===== src/rtl/bit_frame_stream_gen.sv =====
// Free-running 1-bit video frame generator: vsync/href timing from h/v counters
// plus a selectable pixel pattern, with start/stop control at frame boundaries.
module bit_frame_stream_gen #(
  parameter logic [10:0] IMG_HDISP = 11'd640,
  parameter logic [10:0] IMG_VDISP = 11'd480,
  parameter logic [10:0] H_BLANK   = 11'd160,
  parameter logic [10:0] V_BLANK   = 11'd45
) (
  input  logic       clk,
  input  logic       rst_n,
  input  logic       start,
  input  logic       stop,
  input  logic [1:0] pattern_sel,
  input  logic       ext_bit,
  output logic       ext_req,
  output logic       out_frame_vsync,
  output logic       out_frame_href,
  output logic       out_img_Bit,
  output logic       busy,
  output logic       frame_done
);

  localparam int unsigned CNT_W = 12;
  localparam logic [CNT_W-1:0] H_ACT  = CNT_W'(IMG_HDISP);
  localparam logic [CNT_W-1:0] V_ACT  = CNT_W'(IMG_VDISP);
  localparam logic [CNT_W-1:0] H_LAST = CNT_W'(IMG_HDISP) + CNT_W'(H_BLANK) - CNT_W'(1);
  localparam logic [CNT_W-1:0] V_LAST = CNT_W'(IMG_VDISP) + CNT_W'(V_BLANK) - CNT_W'(1);

  typedef enum logic {
    IDLE = 1'b0,
    RUN  = 1'b1
  } state_t;

  state_t           state;
  state_t           state_nxt;
  logic             stop_pending;
  logic             stop_pending_nxt;
  logic [CNT_W-1:0] h_cnt;
  logic [CNT_W-1:0] v_cnt;
  logic [1:0]       pat_q;
  logic [1:0]       pat_eff;
  logic             running;
  logic             frame_first;
  logic             frame_last;
  logic             line_act;
  logic             frame_act;
  logic             pixel;

  assign running     = (state == RUN);
  assign frame_first = running && (h_cnt == '0) && (v_cnt == '0);
  assign frame_last  = running && (h_cnt == H_LAST) && (v_cnt == V_LAST);
  assign line_act    = running && (h_cnt < H_ACT) && (v_cnt < V_ACT);
  assign frame_act   = running && (v_cnt < V_ACT);
  assign ext_req     = line_act;

  // The first pixel of a frame sees the new selection before the latch captures it
  assign pat_eff = frame_first ? pattern_sel : pat_q;

  // Next-state and stop bookkeeping
  always_comb begin
    state_nxt        = state;
    stop_pending_nxt = stop_pending;
    case (state)
      IDLE: begin
        stop_pending_nxt = 1'b0;
        if (start) begin
          state_nxt        = RUN;
          stop_pending_nxt = stop;
        end
      end
      RUN: begin
        if (stop) begin
          stop_pending_nxt = 1'b1;
        end
        if (frame_last && (stop_pending || stop)) begin
          state_nxt        = IDLE;
          stop_pending_nxt = 1'b0;
        end
      end
      default: begin
        state_nxt        = IDLE;
        stop_pending_nxt = 1'b0;
      end
    endcase
  end

  always_ff @(posedge clk or negedge rst_n) begin
    if (!rst_n) begin
      state        <= IDLE;
      stop_pending <= 1'b0;
    end else begin
      state        <= state_nxt;
      stop_pending <= stop_pending_nxt;
    end
  end

  // Raster counters; held at zero outside RUN so each run starts at pixel 0
  always_ff @(posedge clk or negedge rst_n) begin
    if (!rst_n) begin
      h_cnt <= '0;
      v_cnt <= '0;
    end else if (!running) begin
      h_cnt <= '0;
      v_cnt <= '0;
    end else if (h_cnt == H_LAST) begin
      h_cnt <= '0;
      v_cnt <= (v_cnt == V_LAST) ? '0 : v_cnt + CNT_W'(1);
    end else begin
      h_cnt <= h_cnt + CNT_W'(1);
    end
  end

  always_ff @(posedge clk or negedge rst_n) begin
    if (!rst_n) begin
      pat_q <= 2'd0;
    end else if (frame_first) begin
      pat_q <= pattern_sel;
    end
  end

  // Pixel source select
  always_comb begin
    pixel = 1'b0;
    case (pat_eff)
      2'd0: pixel = h_cnt[3] ^ v_cnt[3];
      2'd1: pixel = h_cnt[4];
      2'd2: pixel = ext_bit;
      2'd3: pixel = 1'b1;
      default: pixel = 1'b0;
    endcase
  end

  always_ff @(posedge clk or negedge rst_n) begin
    if (!rst_n) begin
      out_frame_href  <= 1'b0;
      out_frame_vsync <= 1'b0;
      out_img_Bit     <= 1'b0;
      busy            <= 1'b0;
      frame_done      <= 1'b0;
    end else begin
      out_frame_href  <= line_act;
      out_frame_vsync <= frame_act;
      out_img_Bit     <= line_act & pixel;
      busy            <= (state_nxt == RUN);
      frame_done      <= frame_last;
    end
  end

endmodule


===== config.mk =====
export PLATFORM = sky130hd
export DESIGN_NAME = bit_frame_stream_gen
export DESIGN_NICKNAME = d
export VERILOG_FILES = /design/src/rtl/bit_frame_stream_gen.sv
export SDC_FILE = /design/constraint.sdc
export NUM_CORES = 1
export LEC_CHECK = 0
export BUFFER_PORTS_ARGS = -buffer_cell sky130_fd_sc_hd__buf_2
export CORE_MARGIN = 2
export CORE_UTILIZATION = 35
export CTS_CLUSTER_DIAMETER = 60
export DETAILED_ROUTE_END_ITERATION = 8
export PLACE_DENSITY_LB_ADDON = 0.1
export SYNTH_ARGS = -nofsm -noshare
export SYNTH_HDL_FRONTEND = slang
export SYNTH_SLANG_ARGS = --single-unit

===== constraint.sdc =====
create_clock -name clk -period 3.2 [get_ports clk]
set_input_delay 0.16 -clock clk [delete_from_list [all_inputs] [get_ports clk]]
set_output_delay 0.16 -clock clk [all_outputs]
set_load 0.02 [all_outputs]

Word-level counts from Yosys, hierarchy flattened
Index checks and enable logic that the tools add are counted.
{"block": "op_classes", "reduce_logical": 12, "eq_ne": 7, "mux": 14, "n_bitwise": 3, "addsub": 2, "order_cmp": 2}
{"operator": "2-to-1 mux 12 bit", "count": 5}
{"operator": "adder 12 x 1 -> 12 bit (second input constant)", "count": 2}
{"operator": "== test 12 x 10 -> 1 bit (second input constant)", "count": 2}
{"operator": "logical NOT 12 bit", "count": 2}
{"operator": "< comparator 12 x 10 -> 1 bit (second input constant)", "count": 1}
{"operator": "< comparator 12 x 9 -> 1 bit (second input constant)", "count": 1}
{"operator": "logical AND 1 bit", "count": 8}
{"operator": "2-to-1 mux 1 bit", "count": 5}
{"operator": "== test 2 bit (second input constant)", "count": 2}
{"operator": "one-hot mux 1 bit (2 select lines)", "count": 2}
{"operator": "one-hot mux 1 bit (4 select lines)", "count": 1}
{"operator": "!= test 3 x 2 -> 1 bit (second input constant)", "count": 1}
{"operator": "== test 2 x 1 -> 1 bit (second input constant)", "count": 1}
{"operator": "logical NOT 2 bit", "count": 1}
{"operator": "2-to-1 mux 2 bit", "count": 1}
{"operator": "!= test 2 x 1 -> 1 bit (second input constant)", "count": 1}
{"operator": "bitwise AND 1 bit", "count": 1}
{"operator": "logical OR 1 bit", "count": 1}
{"operator": "NOT 1 bit", "count": 1}
{"operator": "XOR 1 bit", "count": 1}
{"block": "totals", "elab_cells": 49, "output_inout_bits": 6, "input_bits": 7, "ff_bits": 32}

Longest topological paths before layout
{"block": "depth", "word_depth": 7, "depth_mapped": 9}

Worst setup path after synthesis
No wires, ideal clock.
{"block": "synth_path", "kind": "register to register", "startpoint": "reg busy (netlist name)", "endpoint": "reg out_img_Bit", "slack_ps": 807, "setup_time_ps": 123, "period_less_slack_ps": 2393, "n_path_buf": 0, "path_stages_with_launch": 6, "t_arrival_ps": 2270, "path_cell_list": "dfrtp_1 -> inv_1 -> or4_1 -> nor4_2 -> mux2_2 -> o221a_2"}
{"item": "end signal: assignment", "line_no": "143", "source": "out_img_Bit <= line_act & pixel;"}
{"item": "end: declaration", "line_no": "18", "source": "output logic out_img_Bit,"}

Worst setup path in the final report
{"block": "layout_path", "startpoint": "reg h_cnt[5]", "endpoint": "reg v_cnt[8]"}
{"block": "layout_via", "elab_chain_cells": 2}
{"item": "start: declaration", "line_no": "38", "source": "logic [CNT_W-1:0] h_cnt;"}
{"item": "start signal: assignment", "line_no": "109", "source": "h_cnt <= h_cnt + CNT_W'(1);"}
{"item": "== test 12 x 10 -> 1 bit", "line_no": "105", "source": "end else if (h_cnt == H_LAST) begin"}
{"item": "!= test 2 x 1 -> 1 bit (no line)"}
{"item": "end signal: assignment", "line_no": "107", "source": "v_cnt <= (v_cnt == V_LAST) ? '0 : v_cnt + CNT_W'(1);"}
{"item": "end: declaration", "line_no": "39", "source": "logic [CNT_W-1:0] v_cnt;"}
No other way between the ends.
A chain may end at the register's enable or synchronous reset.

==> results.json <==
{
  "drt_first_iter_violations": 83,
  "fin_setup_tns_ps": 0,
  "hold_path.class": "input port to flip-flop",
  "setup_violations": 0,
  "rsz0062_at_grt": "no",
  "ys_ff_latch": 32,
  "drtPass1Iterations": 4,
  "switchingPower_uw": 336,
  "core.rowCount": 25,
  "slowest_stage": "or4_4",
  "synth-edff-count": 0,
  "syn2layout_area_growth_pct": 11.3,
  "crit_type": "flip-flop to flip-flop",
  "synthArstFlopShare": 1.00,
  "p_per_area_mw_per_mm2": 584,
  "synthTopCellsByArea": "dfrtp_1 48%, xnor2_1 5.2%, nor2_1 4.0%",
  "whs_path_depth": 3,
  "end_kind": "flip-flop",
  "grt.overflow.total": 0,
  "power_frac_comb": 0.213,
  "slew_headroom": 0.519,
  "clock_path_buffers": 2,
  "clk_pin_slew_ps": 70,
  "grtUsageMet2": 0.236,
  "grt_pass1_vias": 1304,
  "dieHeight_um": 73.3,
  "min_from": "pattern_sel[0]",
  "power_switching_share": 0.308,
  "r2r_start": "h_cnt[5]",
  "dp_hpwl_mm": 2.51,
  "gr-usage-all-layers": 0.156,
  "grt_pass1_wl_mm": 6.28,
  "critPathMostFrequentCell": "a31oi_1",
  "detailroute.via_count": 1282,
  "cts_sinks": 32,
  "core_area_mm2": 0.00466,
  "yosysMostFrequentCell": "dfrtp_1",
  "globalplace.congestion": 0.854,
  "fmax_mhz": 394,
  "status": "complete, no violations",
  "wirelength_mm": 3.57,
  "worst_slew_pin_slew_ps": 722,
  "numCtsBuffers": 5,
  "grt_use_met3": 0.0562,
  "htree_levels": 2,
  "path_cells": "or4_1, or4_4, nor3_4, a31oi_1, a31oi_1",
  "cts_tree": "yes",
  "skew_ps": 4.35,
  "synth_nets": 182,
  "grt_busiest_layer": "met2",
  "reg2reg_setup_slack_ps": 660,
  "ys.flop_type": "dfrtp_1",
  "synth_top_area_frac": 0.477,
  "max_stage_delay_ps": 600,
  "io_pins": 13,
  "ant_nets": 0,
  "crit_required_ps": 3410,
  "dieArea_mm2": 0.00537,
  "netlist_top_cells_count": "32 x dfrtp_1, 18 x nor2_1, 15 x nand2_1",
  "yosysUniqueCellTypes": 41,
  "reg2reg_depth": 5,
  "antenna_found_initial": 0,
  "grt_max_degree": 33,
  "final_max_slew_viol_count": 0,
  "route.detailed.wl_per_inst_um": 14.9,
  "cts-root-buf": "clkbuf_8",
  "ir_worst_vdd_uv": 249,
  "die_w_um": 73.3,
  "startpoint_type": "flip-flop",
  "hold_violations": 0,
  "p_int_uw": 755,
  "drive_gt1_frac": 0.134,
  "fin_crit_sh": 0.794,
  "r2r_end": "v_cnt[8]",
  "cap_violations": 0,
  "fin_crit_ps": 2540,
  "avgSynthCellArea_um2": 9.82,
  "drcViolationCount": 0,
  "cp_max_fo": 18,
  "whs_ps": 101,
  "vias_per_cell": 5.34,
  "initial_utilization": 0.360,
  "seq_area_frac_synth": 0.477,
  "seq_power_share": 0.492,
  "p_leak_uw": 0.000808,
  "synth-warning-count": 0,
  "grt.met1_usage": 0.208,
  "clk_latency_ps": 290,
  "post-synth-top-area-cell": "dfrtp_1",
  "diodes": 0,
  "p_clk_frac": 0.296,
  "syn_area_mm2": 0.00168,
  "fin_nets": 196,
  "postSynthCellCount": 171,
  "worst_ep_arrival_time_ps": 2750,
  "postCtsSetupRepairBufs": 0,
  "hold_end": "pat_q[0]",
  "port_buffers": 12
}
## worst max path at each step
stage	from	to	slack [ps]
6_report	h_cnt[5]	v_cnt[8]	660
2_1_floorplan	busy	out_img_Bit	810
4_1_cts	h_cnt[5]	v_cnt[8]	680
3_3_place_gp	h_cnt[0]	out_img_Bit	720
5_1_grt	h_cnt[5]	v_cnt[9]	520
3_5_place_dp	h_cnt[0]	out_img_Bit	690
## cells in the final DEF (no fill, tap or decap), types with 2 or more instances in the layout
cell type,netlist,final
mux2_2,2,2
a31oi_1,2,2
xor2_1,2,2
dfrtp_1,32,32
xnor2_1,10,10
clkbuf_8,0,6
and2_1,2,2
nand3_1,8,8
and3_1,8,8
mux2i_1,4,4
nand4_1,3,3
o21ai_1,3,3
clkbuf_1,3,2
nor4_1,6,6
nor2b_1,4,4
o21ai_0,7,7
a21oi_1,4,4
ha_1,4,4
nand2_1,15,15
a22o_1,2,2
or4_1,3,3
nor2_1,18,18
buf_2,1,12
inv_1,9,9
## metrics by stage
stage           util  area, um2  worst slack (ps)  power (uW)  cells
2_1_floorplan      -       1680               807         705    171
3_3_place_gp   0.379       1770               724         767    231
3_5_place_dp   0.379       1770               687         777    231
4_1_cts        0.401       1870               680        1110    240
5_1_grt        0.401       1870               523        1170    240
6_report       0.401       1870               659        1090    240
## critical path, delay by kind of cell, from the launching register on
| family | cells | cell delay, ps |
|---|---|---|
| flip-flops | 1 | 430 |
| AO/OA/AOI/OAI | 2 | 340 |
| AND/OR/NAND/NOR | 3 | 1690 |
## metal layers
| layer | routed length [um] | vias to the layer above |
|---|---|---|
| li1 | - | 633 |
| met1 | 1680 | 615 |
| met2 | 1660 | 28 |
| met3 | 174 | 6 |
| met4 | 63 | 0 |
| met5 | 0 | - |
## logic make-up after synthesis
group	after synthesis	synth area share
adder cells (fa/ha/maj)	4	0.0298
multiplexers	6	0.0373
AO/OA/AOI/OAI	26	0.101
AND/OR/NAND/NOR	76	0.249
XOR/XNOR	12	0.0626
flip-flops	32	0.477
buffers and inverters	15	0.0432
## final cells by class
type	instances	area, um2
Tap cell	54	67.6
Multi-Input combinational cell	124	806
Timing Repair Buffer	13	70.1
Inverter	9	33.8
Clock buffer	8	90.1
Fill cell	466	2790
Sequential cell	32	801
## flip-flops by register name, summed over array words and instances (netlist names)
signal,flops
busy,1
frame_done,1
v_cnt,12
stop_pending,1
h_cnt,12
out_frame_vsync,1
pat_q,2
out_img_Bit,1
out_frame_href,1
## power groups by stage
stage	sequential, uW	combinational (uW)	clock [uW]
2_1_floorplan	532	174	0
3_5_place_dp	544	233	0
3_3_place_gp	541	226	0
5_1_grt	547	264	359
4_1_cts	538	236	334
6_report	536	232	322
## timing repair
action / in CTS / in global routing
setup endpoints to repair: 0 / 0
gates resized for setup: 0 / 0
hold endpoints to repair: 32 / 0
hold buffers: 1 / 0
No activity file was read; power rests on OpenSTA's default activity.
